<file path="config.mk">
export PLATFORM = sky130hd
export DESIGN_NAME = branch_resolver
export DESIGN_NICKNAME = d
export VERILOG_FILES = /design/src/rtl/branch_resolver_pkg.sv /design/src/rtl/branch_resolver_bht.sv /design/src/rtl/branch_resolver.sv
export SDC_FILE = /design/constraint.sdc
export NUM_CORES = 1
export LEC_CHECK = 0
export ABC_AREA = 1
export BUFFER_PORTS_ARGS = -buffer_cell sky130_fd_sc_hd__buf_2
export CAP_MARGIN = 5
export CORE_ASPECT_RATIO = 0.5
export CORE_MARGIN = 2
export CORE_UTILIZATION = 59
export DETAILED_ROUTE_END_ITERATION = 12
export PLACE_DENSITY = 0.81
export RECOVER_POWER = 50
export SKIP_LAST_GASP = 1
export SLEW_MARGIN = 15
export SYNTH_ARGS = -nofsm -noshare
export SYNTH_HDL_FRONTEND = slang
export SYNTH_SLANG_ARGS = --single-unit
export TNS_END_PERCENT = 20
</file>
<file path="constraint.sdc">
create_clock -name i_clock -period 6.8 [get_ports i_clock]
set_input_delay 1.36 -clock i_clock [delete_from_list [all_inputs] [get_ports i_clock]]
set_output_delay 1.36 -clock i_clock [all_outputs]
set_load 0.005 [all_outputs]
</file>
<file path="src/rtl/branch_resolver_pkg.sv">
// rtl/branch_resolver_pkg.sv - shared types and helpers for the EX-stage branch resolver
package branch_resolver_pkg;

  localparam int XLEN = 32;

  typedef logic [XLEN-1:0] inst_addr_t;
  typedef logic [XLEN-1:0] data_t;

  typedef enum logic [3:0] {
    BR_NONE = 4'd0,
    BR_BEQ  = 4'd1,
    BR_BNE  = 4'd2,
    BR_BLT  = 4'd3,
    BR_BGE  = 4'd4,
    BR_BLTU = 4'd5,
    BR_BGEU = 4'd6,
    BR_JAL  = 4'd7,
    BR_JALR = 4'd8
  } branch_op_t;

  typedef logic [1:0] bht_counter_t;

  localparam bht_counter_t BHT_WEAK_NT = 2'b01;

  typedef enum logic {
    ST_INIT = 1'b0,
    ST_RUN  = 1'b1
  } resolver_state_t;

  // Saturating 2-bit counter step: toward 11 when taken, toward 00 otherwise
  function automatic bht_counter_t bht_next(input bht_counter_t cnt, input logic taken);
    bht_counter_t res;
    res = cnt;
    if (taken) begin
      if (cnt != 2'b11) res = cnt + 2'b01;
    end else begin
      if (cnt != 2'b00) res = cnt - 2'b01;
    end
    return res;
  endfunction

endpackage

</file>
<file path="src/rtl/branch_resolver_bht.sv">
// rtl/branch_resolver_bht.sv - 2-bit counter branch history table, async read, sync write
module branch_resolver_bht
  import branch_resolver_pkg::*;
#(
  parameter int ENTRIES = 64,
  parameter int IDX_W   = $clog2(ENTRIES)
) (
  input  logic               clk,
  input  logic               init_en,
  input  logic [IDX_W-1:0]   init_idx,
  input  logic               upd_en,
  input  logic [IDX_W-1:0]   upd_idx,
  input  logic               upd_taken,
  input  logic [IDX_W-1:0]   rd_idx,
  output bht_counter_t       rd_data
);

  bht_counter_t mem [ENTRIES];

  // IF lookup sees the stored value; a same-cycle update lands after the edge
  assign rd_data = mem[rd_idx];

  // Single write port: init sweep has priority, else read-modify-write of the counter
  always_ff @(posedge clk) begin
    if (init_en) begin
      mem[init_idx] <= BHT_WEAK_NT;
    end else if (upd_en) begin
      mem[upd_idx] <= bht_next(mem[upd_idx], upd_taken);
    end
  end

endmodule

</file>
<file path="src/rtl/branch_resolver.sv">
// rtl/branch_resolver.sv - EX-stage branch decision, mispredict flush/redirect and BHT owner
module branch_resolver
  import branch_resolver_pkg::*;
#(
  parameter int BHT_ENTRIES = 64
) (
  input  logic       i_clock,
  input  logic       i_reset,
  input  logic       i_stall,
  input  logic       i_valid,
  input  logic [3:0] i_brOp,
  input  logic       i_isEqual,
  input  logic       i_isLessSigned,
  input  logic       i_isLessUnsigned,
  input  inst_addr_t i_pc,
  input  data_t      i_imm,
  input  data_t      i_dataRS1,
  input  logic       i_predTaken,
  input  inst_addr_t i_predAddr,
  input  inst_addr_t i_ifPc,
  output logic       o_ifPredTaken,
  output logic       o_ready,
  output logic       o_flush,
  output logic       o_redirect,
  output inst_addr_t o_redirectAddr,
  output logic       o_misaligned
);

  localparam int IDX_W = $clog2(BHT_ENTRIES);

  resolver_state_t  state, state_next;
  logic [IDX_W-1:0] init_idx;
  logic             squash;

  branch_op_t   op;
  logic         is_cond, is_jump, taken;
  inst_addr_t   target, fallthrough, next_pc;
  logic         resolve, misalign, mispredict, bht_upd;
  bht_counter_t if_cnt;

  assign op = branch_op_t'(i_brOp);

  // Next-state: sweep the whole table once, then stay in RUN until reset
  always_comb begin
    state_next = state;
    case (state)
      ST_INIT: if (init_idx == IDX_W'(BHT_ENTRIES - 1)) state_next = ST_RUN;
      ST_RUN:  state_next = ST_RUN;
      default: state_next = ST_INIT;
    endcase
  end

  // State register and init sweep index; INIT advances regardless of stall
  always_ff @(posedge i_clock) begin
    if (i_reset) begin
      state    <= ST_INIT;
      init_idx <= '0;
    end else begin
      state <= state_next;
      if (state == ST_INIT) init_idx <= init_idx + 1'b1;
    end
  end

  // Branch decision from comparer flags plus target and next-PC arithmetic
  always_comb begin
    is_cond = 1'b0;
    is_jump = 1'b0;
    taken   = 1'b0;
    case (op)
      BR_BEQ:  begin is_cond = 1'b1; taken = i_isEqual;         end
      BR_BNE:  begin is_cond = 1'b1; taken = !i_isEqual;        end
      BR_BLT:  begin is_cond = 1'b1; taken = i_isLessSigned;    end
      BR_BGE:  begin is_cond = 1'b1; taken = !i_isLessSigned;   end
      BR_BLTU: begin is_cond = 1'b1; taken = i_isLessUnsigned;  end
      BR_BGEU: begin is_cond = 1'b1; taken = !i_isLessUnsigned; end
      BR_JAL:  begin is_jump = 1'b1; taken = 1'b1;              end
      BR_JALR: begin is_jump = 1'b1; taken = 1'b1;              end
      default: begin is_cond = 1'b0; taken = 1'b0;              end
    endcase
    if (op == BR_JALR) target = (i_dataRS1 + i_imm) & ~inst_addr_t'(1);
    else               target = i_pc + i_imm;
    fallthrough = i_pc + inst_addr_t'(4);
    next_pc     = taken ? target : fallthrough;
  end

  // A misaligned taken target traps instead of redirecting and leaves the BHT alone
  assign resolve    = i_valid && !i_stall && !squash && (is_cond || is_jump);
  assign misalign   = resolve && taken && (target[1:0] != 2'b00);
  assign mispredict = resolve && !misalign &&
                      ((taken != i_predTaken) || (taken && (i_predAddr != target)));
  assign bht_upd    = resolve && !misalign && is_cond && (state == ST_RUN);

  branch_resolver_bht #(
    .ENTRIES (BHT_ENTRIES),
    .IDX_W   (IDX_W)
  ) u_bht (
    .clk       (i_clock),
    .init_en   (state == ST_INIT),
    .init_idx  (init_idx),
    .upd_en    (bht_upd),
    .upd_idx   (i_pc[IDX_W+1:2]),
    .upd_taken (taken),
    .rd_idx    (i_ifPc[IDX_W+1:2]),
    .rd_data   (if_cnt)
  );

  // Prediction is forced not-taken until the table has been initialised
  assign o_ifPredTaken = (state == ST_RUN) && if_cnt[1];
  assign o_ready       = (state == ST_RUN);

  // One-cycle pulses and the wrong-path squash flag, which survives stalls
  always_ff @(posedge i_clock) begin
    if (i_reset) begin
      o_flush        <= 1'b0;
      o_redirect     <= 1'b0;
      o_misaligned   <= 1'b0;
      o_redirectAddr <= '0;
      squash         <= 1'b0;
    end else begin
      o_flush      <= mispredict;
      o_redirect   <= mispredict;
      o_misaligned <= misalign;
      if (mispredict) o_redirectAddr <= next_pc;
      if (squash && !i_stall) squash <= 1'b0;
      else if (mispredict)    squash <= 1'b1;
    end
  end

endmodule
</file>
== Yosys cells after proc, flatten, opt, wreduce, memory -nomap -nowiden ==
Memories as Yosys holds them, arrays and structs flattened.
Index checks and enable logic that the tools add are counted.
Operators by class
  mux-type cells: 19
  $lt $le $gt $ge: 0
  divide/modulo/power cells: 0
  shift operators: 0
  multiply operators: 0
  bitwise logic cells: 1
  add/sub/neg operators: 6
  eq/ne operators: 12
  reductions and logical operators: 26
Operator list (count)
  32-bit adder: 2
  32-bit two-way mux: 2
  32-bit by 3-bit adder with 32-bit output (second input constant): 1
  32-bit inequality test: 1
  4-bit by 3-bit == test with 1-bit output (second input constant): 4
  1-bit logical AND: 12
  2-bit two-way mux: 6
  4-bit by 2-bit == test with 1-bit output (second input constant): 2
  1-bit two-way mux: 8
  1-bit one-hot mux with 7 select lines: 1
  6-bit by 1-bit adder with 6-bit output (second input constant): 1
  6-bit == test (second input constant): 1
  1-bit zero test: 6
  6-bit two-way mux: 1
  2-bit OR reduction: 3
  6-bit OR reduction: 1
  4-bit by 1-bit == test with 1-bit output (second input constant): 1
  4-bit == test (second input constant): 1
  2-bit nonzero test: 2
  2-bit by 1-bit adder with 2-bit output (second input constant): 1
  1-bit logical OR: 2
  2-bit inequality test (second input constant): 1
  1-bit one-hot mux with 2 select lines: 1
  2-bit by 1-bit subtractor with 2-bit output (second input constant): 1
  other kinds (2): 2
Word-level totals
  memories: 1
  word-level logic and storage cells: 71
  RAM bits: 128
  latch bits: 0
  flip-flop bits (word level): 42
  memory bits (read-only): 0
  input port bits: 172
Memories
  u_bht.mem: depth 64, width 2, rd ports 2, clocked after memory_dff 0, write ports 1, RTL line branch_resolver_bht.sv:18  | bht_counter_t mem [ENTRIES];

== Depth between registers and ports, before layout ==
  depth in word-level cells: 16
  depth in mapped cells: 25

== Hierarchy ==
From an unflattened synthesis, not the netlist that was laid out.
Unflattened totals
  cell total of the unflattened synthesis: 2472
  area, all modules: 15488.6 um^2
By module, submodules not included
  branch_resolver: area an instance 8648.3 um^2, cells an instance 1701, instances 1
  branch_resolver_bht: area an instance 6840.3 um^2, cells an instance 771, instances 1

== Worst setup path after synthesis ==
OpenSTA, ideal clock, no wires.
  path kind: input-to-reg
  from: input i_pc[0]
  to: memory u_bht.mem[0][1] (netlist name), data pin
  data required time: 6252 ps
  stages: 12
  path slack: 1662 ps
  arrival time: 4590 ps
  cells stage by stage: ha_1 -> fa_1 -> nand2_1 -> nand2_1 -> nand2_2 -> nand2_2 -> nor2_4 -> nand2_4 -> nor2_8 -> buf_6 -> nand2_1 -> a21oi_1
Between the ends
  word-level cells in the longest chain between the ends: 13
Ends and longest elaborated chain
  from (decl): RTL line branch_resolver.sv:15  | input inst_addr_t i_pc,
  32-bit adder: RTL line branch_resolver.sv:81  | else target = i_pc + i_imm;
  32-bit two-way mux: RTL line branch_resolver.sv:80  | if (op == BR_JALR) target = (i_dataRS1 + i_imm) & ~inst_addr_t'(1);
  2-bit nonzero test: RTL line branch_resolver.sv:88  | assign misalign = resolve && taken && (target[1:0] != 2'b00);
  1-bit logical AND: RTL line branch_resolver.sv:88
  1-bit zero test: RTL line branch_resolver.sv:91  | assign bht_upd = resolve && !misalign && is_cond && (state == ST_RUN);
  1-bit logical AND (3 in series): RTL line branch_resolver.sv:91
  1-bit two-way mux: RTL line branch_resolver_bht.sv:27  | end else if (upd_en) begin
  1-bit two-way mux: RTL line branch_resolver_bht.sv:25  | if (init_en) begin
  1-bit two-way mux (implied by the code): RTL line branch_resolver_bht.sv:28  | mem[upd_idx] <= bht_next(mem[upd_idx], upd_taken);
  2-bit OR reduction (no line)
  2-bit two-way mux (no line)
  to (decl): RTL line branch_resolver_bht.sv:18
No other way between the ends.

== Final worst setup path ==
  from: input i_brOp[0]
  to: memory u_bht.mem[7][0] (netlist name), enable pin
Between the ends
  word-level cells in the longest chain between the ends: 16
Ends and longest elaborated chain
  from (decl): RTL line branch_resolver.sv:11  | input logic [3:0] i_brOp,
  4-bit by 3-bit == test with 1-bit output, or another cell as far along: RTL line branch_resolver.sv:69  | case (op)
  6-bit OR reduction (no line) / 2-bit OR reduction (equally long branches)
  1-bit two-way mux: RTL line branch_resolver.sv:69
  1-bit logical OR: RTL line branch_resolver.sv:87  | assign resolve = i_valid && !i_stall && !squash && (is_cond || is_jump);
  1-bit logical AND: RTL line branch_resolver.sv:87
  1-bit logical AND (2 in series): RTL line branch_resolver.sv:88
  1-bit zero test: RTL line branch_resolver.sv:91
  1-bit logical AND: RTL line branch_resolver.sv:91
  1-bit logical AND (*) (2 in series): RTL line branch_resolver.sv:91
  1-bit two-way mux (*): RTL line branch_resolver_bht.sv:27
  1-bit two-way mux (*): RTL line branch_resolver_bht.sv:25
  1-bit two-way mux (implied by the code) (*): RTL line branch_resolver_bht.sv:28
  2-bit OR reduction (no line)
  6-bit two-way mux (no line) / 1-bit two-way mux (equally long branches)
Mark *: on every way between the ends. The rest lies on a longest branch, timed or not.

==> flow_summary.yaml <==
timing:
  period_minus_slack_ns: 5.46
  slew_viol_final: 0
  finalSetupViolations: 0
  timing.slew.headroom: 0.167
  rsz0062_at_grt: "no"
  worstMarginPinSlew_ns: 1.25
  skew_ns: 0.0185
  hold_viol: 0
  max_freq_mhz: 183
  hold_ws_ns: 0.476
  min_period_over_period: 0.802
  setup_tns_ns: 0
floorplan:
  core_mm2: 0.0242
  ios: 209
  die_y_um: 116
  die_w_um: 227
  start_util: 0.606
  row_count: 40
  die-area_mm2: 0.0262
clock_tree:
  cts.sinks: 170
  post-cts-setup-buffers: 0
  cts_buffer_depth: 2
  cts.repair.resized: 0
  clk_latency_ns: 0.46
  hold_buffers: 0
  cts_tree: "yes"
  cts_buffers: 17
  clk_pin_slew_worst_paths_ns: 0.07
  cts_htree_levels: 4
  cts_root_buf: "clkbuf_16"
route:
  wl_met1_um: 18200
  routed.top_layer: "met4"
  wl_um: 45200
  drt_iter0_markers: 1770
  wl_met2_um: 20400
  detail_route.wl_per_cell_um: 16.2
  routed-wl-met3_um: 4570
  drc: 0
  vias: 15800
  ant_nets: 0
  drtPass1Iterations: 8
  vias_per_cell: 5.67
setup_path:
  worst-path-max-fanout: 38
  cp_slowest_cell: "nand3_1"
  cp.required_ns: 6.93
  critical_path.startpoint_type: "input pin"
  path_cells: "clkbuf_1 -> nor2_1 -> nand2_1 -> buf_4 -> inv_1 -> nor2_1 -> nand3_1 -> nand3_1 -> nand2_1 -> nor2_1 -> nand2_1 -> nor2_8 -> nand2_1 -> o21ai_2 -> nand3_1 -> nor2_1"
  crit_type: "in2reg"
  slowest_delay_ns: 0.88
  cp.arrival_ns: 5.59
  cp-end-kind: "flip-flop"
hold_path:
  min_path_type: "reg2reg"
layout:
  fin_cells: 2784
  layout-drive-gt1-share: 0.101
  num_antenna_cells: 0
  post-route-util: 0.676
  final_cell_area_mm2: 0.0164
  nets: 2672
  syn2layout_area_growth_pct: 11.5
synth:
  syn_avg_cell_area_um2: 6.42
  yosysSeqAreaShare: 0.319
  synth_cell_types: 51
  synth-seq-cells: 170
  synth_top_area_cell: "edfxtp_1"
  syn-num-nets: 2523
  async_flop_share: 0
  syn-cell-area_mm2: 0.0147
  synth.top_cell.area_share: 0.262
  synth_warnings: 0
  synth_edf_count: 128
  synth_area_leaders: "edfxtp_1 26%, nand2_1 18%, nor2_1 8.4%"
  syn_inst: 2286
  synth_ff_type: "edfxtp_1"
place:
  dp.cells: 2752
  placed_cell_area_mm2: 0.0158
  gp_congestion: 1.01
  io_buffers: 182
  dp_hpwl_um: 33900
pwr:
  power_per_cell_area_mw_per_mm2: 180
  peakVddDrop_v: 0.000199
  p_leak_nw: 8.45
global_routing:
  grt_pass1_vias: 13800
  grt_pass1_wl_um: 69300
  grt_max_degree: 68
  antenna_found_initial: 0
  grt_use_total: 0.342
  grt-ovfl-total: 0
outcome:
  outcome: "finished clean"
flow_run:
  cap_violations: 0
==> power by group <==
group | switching (mW) | internal (mW) | leakage, nW
registers | 0.00806 | 1.11 | 1.78
clock network | 0.480 | 0.531 | 0.295
logic | 0.543 | 0.276 | 6.38
total | 1.03 | 1.92 | 8.45
==> cells in the mapped netlist (10+ instances only) <==
cell        n
dfxtp_1    42
inv_1     316
nor3_1     23
clkbuf_1   43
nor2_1    329
nand2_2    11
o22ai_1    21
buf_2      10
xor2_1     13
o21ai_0   133
nand4_1    27
nand2_1   688
a21oi_1    74
nand3b_1   39
o221ai_1   27
nand3_1   201
nand3_2    11
ha_1       63
edfxtp_1  128
==> cell usage in the layout, fill, tap and decap left out, types with 4 or more instances in the layout <==
cell type    n
o21ai_0    134
clkbuf_1    15
nand2_2      6
clkbuf_16   17
nand4_1     27
inv_8        5
o22ai_1     21
o21ai_2      4
and2_1       5
buf_2      168
xor2_1      13
a31oi_1      7
nor2_1     330
edfxtp_1   128
o211ai_1     5
inv_2        6
a21oi_1     73
nor3_1      23
nand3_2      6
nand2_1    694
nand3_1    206
inv_1      317
dfxtp_1     42
and3_1       5
nand3b_1    39
xnor2_1      9
o221ai_1    27
ha_1        63
buf_4        8
clkinv_8     4
==> path summary, 6_finish.rpt <==
check / end / startpoint / cells after the start / slack [ns]
min reg2reg: squash / squash / 2 / 0.48
max reg2reg: u_bht.mem[41][0] / u_bht.mem[1][0] / 10 / 3.56
max: u_bht.mem[7][0] / i_brOp[0] / 16 / 1.34
min: squash / squash / 2 / 0.48
==> area by class of cell <==
type	count	area, um^2
clock buffers	17	425
clock inverters	15	193
fillers	2285	7850
inverters	327	1230
multi-input cells	1727	8440
flip-flops and latches	170	4680
well taps	336	420
repair buffers	192	977
==> worst max-delay path: cells and delay by family <==
kind | cells | cell delay, ns
buffers and inverters | 3 | 0.68
AOI/OAI and AO/OA | 1 | 0.22
and+or+nand+nor | 12 | 3.33
==> through the flow <==
stage                     setup WS, ns  power (mW)
final                             1.34        2.95
after global placement            1.61        1.93
after CTS                         1.66        2.94
after global routing             0.968        3.10
after detailed placement          1.61        1.94
after floorplan                   1.66        1.71
==> per-layer routing <==
layer  vias to the layer above  global-route usage
met2                       835               0.564
met3                       148              0.0611
met1                      7036               0.440
li1                       7778                   -
met4                         0               0.166
met5                         -                   0
==> flip-flops by register name, summed over array words and instances, names as in the netlist <==
name            flops
o_misaligned        1
o_redirectAddr     32
init_idx            6
o_ready             1
squash              1
o_redirect          1
u_bht.mem         128
==> kinds of logic (layout without fill, tap and decap cells) <==
| family | Yosys count | in the layout | synth area share |
|---|---|---|---|
| xor gates and xnor gates | 22 | 22 | 0.0131 |
| AOI/OAI and AO/OA | 284 | 284 | 0.112 |
| DFF | 170 | 170 | 0.319 |
| and+or+nand+nor | 1356 | 1356 | 0.397 |
| adders and majority gates | 65 | 65 | 0.0564 |
| buffers and inverters | 389 | 551 | 0.103 |
(Power assumes the default switching activity.)
